$ cat src/rtl/dmem_arbiter_pkg.sv
// Shared types for the data-memory arbiter.
// Round-robin arbitration is enabled with DMEM_ARB_RR_EN.
package dmem_arbiter_pkg;

  typedef logic [31:0] u32_t;
  typedef logic [3:0]  wrstb_t;

  typedef enum logic [1:0] {
    ARB,
    LOCK_C,
    LOCK_D
  } arb_state_t;

  typedef enum logic {
    PORT_C,
    PORT_D
  } port_id_t;

  typedef struct packed {
    logic valid;
    u32_t rddata;
    logic err;
  } rsp_t;

  function automatic logic in_range(
    input u32_t addr,
    input u32_t limit
  );
    return addr < limit;
  endfunction

endpackage

$ cat src/rtl/dmem_arb_rsp.sv
// Per-port response register: one-cycle pulse after acceptance.
// Errored accesses return zero read data.
module dmem_arb_rsp
  import dmem_arbiter_pkg::*;
(
  input  logic clk,
  input  logic rst_n,
  input  logic cap,
  input  u32_t rddata,
  input  logic err,
  output rsp_t rsp
);

  always_ff @(posedge clk or negedge rst_n) begin
    if (!rst_n) begin
      rsp <= '0;
    end else if (cap) begin
      rsp.valid  <= 1'b1;
      rsp.rddata <= err ? '0 : rddata;
      rsp.err    <= err;
    end else begin
      rsp <= '0;
    end
  end

endmodule

$ cat src/rtl/dmem_arbiter.sv
// Two-port (core/debug) arbiter for the single data-memory port.
// Define DMEM_ARB_RR_EN for round-robin; default is fixed C priority.
module dmem_arbiter
  import dmem_arbiter_pkg::*;
#(
  parameter int unsigned ADDR_LIMIT = 1024
) (
  input  logic   clk,
  input  logic   rst_n,
  input  logic   c_req_valid,
  output logic   c_req_ready,
  input  u32_t   c_req_addr,
  input  u32_t   c_req_wrdata,
  input  wrstb_t c_req_wrstb,
  input  logic   c_req_lock,
  output logic   c_rsp_valid,
  output u32_t   c_rsp_rddata,
  output logic   c_rsp_err,
  input  logic   d_req_valid,
  output logic   d_req_ready,
  input  u32_t   d_req_addr,
  input  u32_t   d_req_wrdata,
  input  wrstb_t d_req_wrstb,
  input  logic   d_req_lock,
  output logic   d_rsp_valid,
  output u32_t   d_rsp_rddata,
  output logic   d_rsp_err,
  output u32_t   m_addr,
  output u32_t   m_wrdata,
  output wrstb_t m_wrstb,
  input  u32_t   m_rddata
);

  localparam u32_t LIMIT = u32_t'(ADDR_LIMIT);

  arb_state_t state;
  arb_state_t state_nxt;
  logic       gnt_c;
  logic       gnt_d;
  logic       c_ok;
  logic       d_ok;
  logic       prefer_d;
  rsp_t       c_rsp;
  rsp_t       d_rsp;

  assign c_ok = in_range(c_req_addr, LIMIT);
  assign d_ok = in_range(d_req_addr, LIMIT);

`ifdef DMEM_ARB_RR_EN
  port_id_t last_gnt;

  always_ff @(posedge clk or negedge rst_n) begin
    if (!rst_n) begin
      last_gnt <= PORT_D;
    end else if (gnt_c) begin
      last_gnt <= PORT_C;
    end else if (gnt_d) begin
      last_gnt <= PORT_D;
    end
  end

  assign prefer_d = (last_gnt == PORT_C);
`else
  assign prefer_d = 1'b0;
`endif

  // Ready is gated by reset so nothing is granted while rst_n is low.
  always_comb begin
    gnt_c = 1'b0;
    gnt_d = 1'b0;
    if (rst_n) begin
      unique case (state)
        ARB: begin
          if (c_req_valid && d_req_valid) begin
            gnt_c = !prefer_d;
            gnt_d = prefer_d;
          end else begin
            gnt_c = c_req_valid;
            gnt_d = d_req_valid;
          end
        end
        LOCK_C: gnt_c = c_req_valid;
        LOCK_D: gnt_d = d_req_valid;
        default: ;
      endcase
    end
  end

  assign c_req_ready = gnt_c;
  assign d_req_ready = gnt_d;

  always_comb begin
    state_nxt = state;
    unique case (1'b1)
      gnt_c:   state_nxt = c_req_lock ? LOCK_C : ARB;
      gnt_d:   state_nxt = d_req_lock ? LOCK_D : ARB;
      default: ;
    endcase
  end

  always_ff @(posedge clk or negedge rst_n) begin
    if (!rst_n) begin
      state <= ARB;
    end else begin
      state <= state_nxt;
    end
  end

  always_comb begin
    m_addr   = '0;
    m_wrdata = '0;
    m_wrstb  = '0;
    unique case (1'b1)
      gnt_c: begin
        m_addr   = c_req_addr;
        m_wrdata = c_req_wrdata;
        m_wrstb  = c_ok ? c_req_wrstb : '0;
      end
      gnt_d: begin
        m_addr   = d_req_addr;
        m_wrdata = d_req_wrdata;
        m_wrstb  = d_ok ? d_req_wrstb : '0;
      end
      default: ;
    endcase
  end

  dmem_arb_rsp u_c_rsp (
    .clk    (clk),
    .rst_n  (rst_n),
    .cap    (gnt_c),
    .rddata (m_rddata),
    .err    (!c_ok),
    .rsp    (c_rsp)
  );

  dmem_arb_rsp u_d_rsp (
    .clk    (clk),
    .rst_n  (rst_n),
    .cap    (gnt_d),
    .rddata (m_rddata),
    .err    (!d_ok),
    .rsp    (d_rsp)
  );

  assign c_rsp_valid  = c_rsp.valid;
  assign c_rsp_rddata = c_rsp.rddata;
  assign c_rsp_err    = c_rsp.err;
  assign d_rsp_valid  = d_rsp.valid;
  assign d_rsp_rddata = d_rsp.rddata;
  assign d_rsp_err    = d_rsp.err;

endmodule
$ cat config.mk
export PLATFORM = sky130hd
export DESIGN_NAME = dmem_arbiter
export DESIGN_NICKNAME = d
export VERILOG_FILES = /design/src/rtl/dmem_arbiter_pkg.sv /design/src/rtl/dmem_arb_rsp.sv /design/src/rtl/dmem_arbiter.sv
export SDC_FILE = /design/constraint.sdc
export NUM_CORES = 1
export LEC_CHECK = 0
export CAP_MARGIN = 20
export CORE_AREA = 2 2 120 122
export DETAILED_ROUTE_END_ITERATION = 16
export DIE_AREA = 0 0 122 124
export PLACE_DENSITY = 0.67
export RECOVER_POWER = 100
export SLEW_MARGIN = 10
export SYNTH_ARGS = -nofsm -noshare
export SYNTH_HDL_FRONTEND = slang
export SYNTH_SLANG_ARGS = --single-unit
$ cat constraint.sdc
create_clock -name clk -period 3.7 [get_ports clk]
set_input_delay 0.555 -clock clk [delete_from_list [all_inputs] [get_ports clk]]
set_output_delay 0.555 -clock clk [all_outputs]
set_load 0.1 [all_outputs]
# ---- After elaboration in Yosys (flattened, before gate mapping)
# Index checks and enable logic that the tools add are counted.
dict set report classes {
  order_cmp 2
  n_eq_ne 2
  muxes 18
  reduce_logical 5
}
# cell count
set op_table {}
lappend op_table {{32-bit case mux with 2 select lines} 2}
lappend op_table {{34-bit 2-to-1 mux} 2}
lappend op_table {{32-bit by 11-bit < comparator with 1-bit output, second input constant} 2}
lappend op_table {{32-bit 2-to-1 mux} 2}
lappend op_table {{4-bit 2-to-1 mux} 2}
lappend op_table {{4-bit case mux with 2 select lines} 1}
lappend op_table {{1-bit 2-to-1 mux} 5}
lappend op_table {{1-bit case mux with 2 select lines} 2}
lappend op_table {{2-bit case mux with 2 select lines} 1}
lappend op_table {{2-bit by 1-bit equality test with 1-bit output, second input constant} 1}
lappend op_table {{2-bit equality test, second input constant} 1}
lappend op_table {{1-bit zero test} 2}
lappend op_table {{2-bit zero test} 1}
lappend op_table {{2-bit 2-to-1 mux} 1}
lappend op_table {{2-bit nonzero test} 1}
lappend op_table {{1-bit logical AND} 1}
dict set report word_totals {
  reg_bits 70
  word_cells 34
}

# ---- Longest topological paths before layout
dict set report depth {
  depth_word 5
  ltp_mapped 7
  depth_no_buf 4
}

# ---- Hierarchy
# From an unflattened synthesis, not the netlist that was laid out.
dict set report hier_totals {
  hier_cells 264
  hier_area_um2 3479.6
}
# module instances cells_each area_per_inst_um2 seq_area_each_um2
set modules_own_cells {}
lappend modules_own_cells {dmem_arb_rsp 2 73 1208.7 850.8}
lappend modules_own_cells {dmem_arbiter 1 118 1062.3 50.0}

# ---- Least setup slack after synthesis
# Ideal clock, no wire load.
dict set report synth_timing {
  kind {input -> output}
  startpoint {in d_req_addr[28]}
  endpoint {out m_wrstb[0]}
  t_arrival_ns 3.503
  setup_slack_ns -0.358
  path_stages 3
  path_buffers 0
  cell_sequence {nor4_2 -> nand4_2 -> o32ai_1}
}
dict set report synth_between {
  elab_chain_cells 3
}
# element line
set synth_rtl {}
lappend synth_rtl {{from (decl)} dmem_arbiter.sv:21} ;# input u32_t d_req_addr,
lappend synth_rtl {{32-bit by 11-bit < comparator with 1-bit output} dmem_arbiter_pkg.sv:29} ;# return addr < limit;
lappend synth_rtl {{4-bit 2-to-1 mux} dmem_arbiter.sv:122} ;# m_wrstb = d_ok ? d_req_wrstb : '0;
lappend synth_rtl {{4-bit case mux with 2 select lines} dmem_arbiter.sv:113} ;# unique case (1'b1)
lappend synth_rtl {{to (decl)} dmem_arbiter.sv:30} ;# output wrstb_t m_wrstb,
# Every way passes these cells.

# ---- Final worst setup path
dict set report layout_timing {
  startpoint {in c_req_valid}
  endpoint {out c_req_ready}
}
dict set report layout_between {
  elab_chain_cells 4
}
# element line
set layout_rtl {}
lappend layout_rtl {{from (decl)} dmem_arbiter.sv:10} ;# input logic c_req_valid,
lappend layout_rtl {{1-bit logical AND} dmem_arbiter.sv:74} ;# if (c_req_valid && d_req_valid) begin
lappend layout_rtl {{1-bit 2-to-1 mux} dmem_arbiter.sv:74}
lappend layout_rtl {{1-bit case mux with 2 select lines (*)} dmem_arbiter.sv:72} ;# unique case (state)
lappend layout_rtl {{1-bit 2-to-1 mux (*)} dmem_arbiter.sv:71} ;# if (rst_n) begin
lappend layout_rtl {{to (decl)} dmem_arbiter.sv:11} ;# output logic c_req_ready,
# Mark *: on every way between the ends. The rest lies on a longest branch, timed or not.

==> impl_metrics.json <==
{
  "cts.repair.resized": 0,
  "synth_seq_area_share_pct": 45.69,
  "worst_path_max_delay_cell": "dlymetal6s2s_1",
  "path_cells": "clkdlybuf4s50_1 -> and3b_4 -> buf_4 -> dlymetal6s2s_1",
  "critPathArrivalTime_ns": 2.79,
  "synth_edf_count": 0,
  "critPathMaxStageDelay_ns": 0.82,
  "cp-end-kind": "output pin",
  "async_reset_ff_share_pct": 100.0,
  "detailedRoute.firstPassIterationCount": 4,
  "drv_cap": 3,
  "drive_gt1_share_pct": 17.68,
  "fp.dieH_um": 124,
  "avgSynthCellArea_um2": 11.24,
  "ff2ff_setup_slack_ns": 1.35,
  "fill_cells": 1221,
  "final.setup.worst_slack_ns": 0.3538,
  "nNetsFinal": 809,
  "power.density_mw_per_mm2": 475.8,
  "final_common_cell": "clkdlybuf4s50_1",
  "hp-class": "flop to flop",
  "path_class": "input pin to output pin",
  "synth_ff_type": "dfrtp_1",
  "stdcell_area_mm2": 0.007417,
  "detail-route-antenna-nets": 0,
  "viasPerCell": 4.929,
  "crit_start": "c_req_valid",
  "min_from": "state[0]",
  "port_buffers": 311,
  "wl_per_cell_um": 20.78,
  "tns_ns": 0,
  "start_util_pct": 27.94,
  "vias": 4037,
  "cts_tree": "yes",
  "worst_r2r_path_depth": 4,
  "slew_viol_final": 113,
  "cts.sinks": 70,
  "yosysTopAreaCell": "dfrtp_1",
  "wl_um": 17020,
  "synth_area_leaders": "dfrtp_1 (46%), nor3_2 (16%), a22o_1 (14%)",
  "cp_max_fo": 32,
  "critical_path_required_ns": 3.14,
  "cts_buffer_depth": 2,
  "fp.coreArea_mm2": 0.01372,
  "place.gp.congestion": 0.9096,
  "hpwlAfterDp_um": 13530,
  "grt_pass1_wl_um": 24510,
  "violations": "max-capacitance violations, max-slew violations",
  "clk_root_buffer_cell": "clkbuf_16",
  "fmax_ghz": 0.2988,
  "timing.rr.end": "u_d_rsp.rsp[20]",
  "synth_top_cell_area_share_pct": 45.69,
  "grt_usage_pct": 21.89,
  "mostFrequentLayoutCells": "clkdlybuf4s50_1 (171), dfrtp_1 (70), dlygate4sd3_1 (69)",
  "cts_hold_buffers": 0,
  "antenna_found_initial": 0,
  "placementRows": 43,
  "relSlewSlack_pct": -44.21,
  "die_area_mm2": 0.01513,
  "htreeDepth": 3,
  "synthCells": 341,
  "hold_violations": 0,
  "placed_area_mm2": 0.007684,
  "p_leak_nw": 3.198,
  "min_period_ns": 3.346,
  "rsz0062_at_grt": "no",
  "path_clk_slew_ns": 0.05,
  "netlist_area_mm2": 0.003834,
  "synth_cell_types": 25,
  "grt.overflow.total": 0,
  "clk_latency_ns": 0.33,
  "dpl.cell_count": 804,
  "synthToLayoutAreaGrowth_pct": 93.47,
  "post_cts_buffers": 0,
  "total_power_mw": 3.529,
  "outcome": "complete, but fails checks",
  "whs_ns": 0.5110,
  "start_kind": "input pin",
  "insertedDiodeCount": 0,
  "finalCritPeriodShare_pct": 90.44,
  "grt_max_degree": 48,
  "syn_nets": 515,
  "ir_drop_mv": 0.2393,
  "worst_pin_slew_ns": 2.163,
  "drt_iter0_markers": 201,
  "synth_seq_cells": 70,
  "fin_cells": 819,
  "utilization_pct": 54.06,
  "worstReg2RegStart": "state[0]",
  "yosysWarnings": 0,
  "drc": 0,
  "cts-buffers-inserted": 9,
  "pin_count": 312,
  "worst_clock_skew_ns": 0.005971,
  "setup_violations": 0,
  "grt_pass1_vias": 4238,
  "dp_slack_ns": 0.6748,
  "crit_end": "c_req_ready",
  "die_w_um": 122
}
==> state kept, by name, indices dropped and copies added (netlist names) <==
register and cells:
u_c_rsp.rsp 34, u_d_rsp.rsp 34, state 2
==> cell families after synthesis <==
| logic type | after synthesis | share of synthesized area (%) |
|---|---|---|
| simple gates | 156 | 30.12 |
| flops | 70 | 45.69 |
| mux | 1 | 0.2937 |
| compound gates | 72 | 16.22 |
| buf+inv | 42 | 7.669 |
==> worst min path at each step <==
stage,endpoint,slack [ns],depth (start not counted)
2_1_floorplan,state[0],0.26,0
3_3_place_gp,state[0],0.49,1
3_5_place_dp,state[0],0.50,1
4_1_cts,state[1],0.36,2
5_1_grt,state[0],0.53,1
6_report,state[0],0.51,1
==> cell usage after synthesis (4+ instances only) <==
| cell type | count |
|---|---|
| dfrtp_1 | 70 |
| nand2_1 | 32 |
| buf_2 | 7 |
| a22o_1 | 63 |
| nand3_1 | 36 |
| buf_1 | 6 |
| nor3_1 | 4 |
| nor4_2 | 10 |
| o32ai_1 | 4 |
| buf_6 | 17 |
| clkbuf_1 | 9 |
| nand4_1 | 4 |
| nor3_2 | 60 |
==> power by group <==
part / internal (mW) / switching (mW)
Clock: 0.533 / 0.300
Combinational: 0.630 / 1.27
Sequential: 0.784 / 0.00738
==> final cells by class <==
type	count	area, µm²	area share [%]
clock buffers	11	242.7	3.273
flip-flops and latches	70	1752	23.62
clock inverters	4	47.55	0.6410
repair buffers	322	3617	48.77
multi-input cells	229	1521	20.51
well taps	180	225.2	3.036
inverters	3	11.26	0.1518
==> worst max-delay path: cells and delay by family <==
family | cells | cell delay, ns
buf+inv | 3 | 1.80
simple gates | 1 | 0.41
==> routing by layer <==
layer / part of all wire, % / GRT usage, % / wire (µm)
met1: 36 / 24.30 / 6145
met2: 53 / 40.08 / 9060
met3: 7.1 / 5.220 / 1203
met4: 3.6 / 9.052 / 607
met5: 0 / 0 / 0
Note: power is estimated with default switching activity, not from simulation.
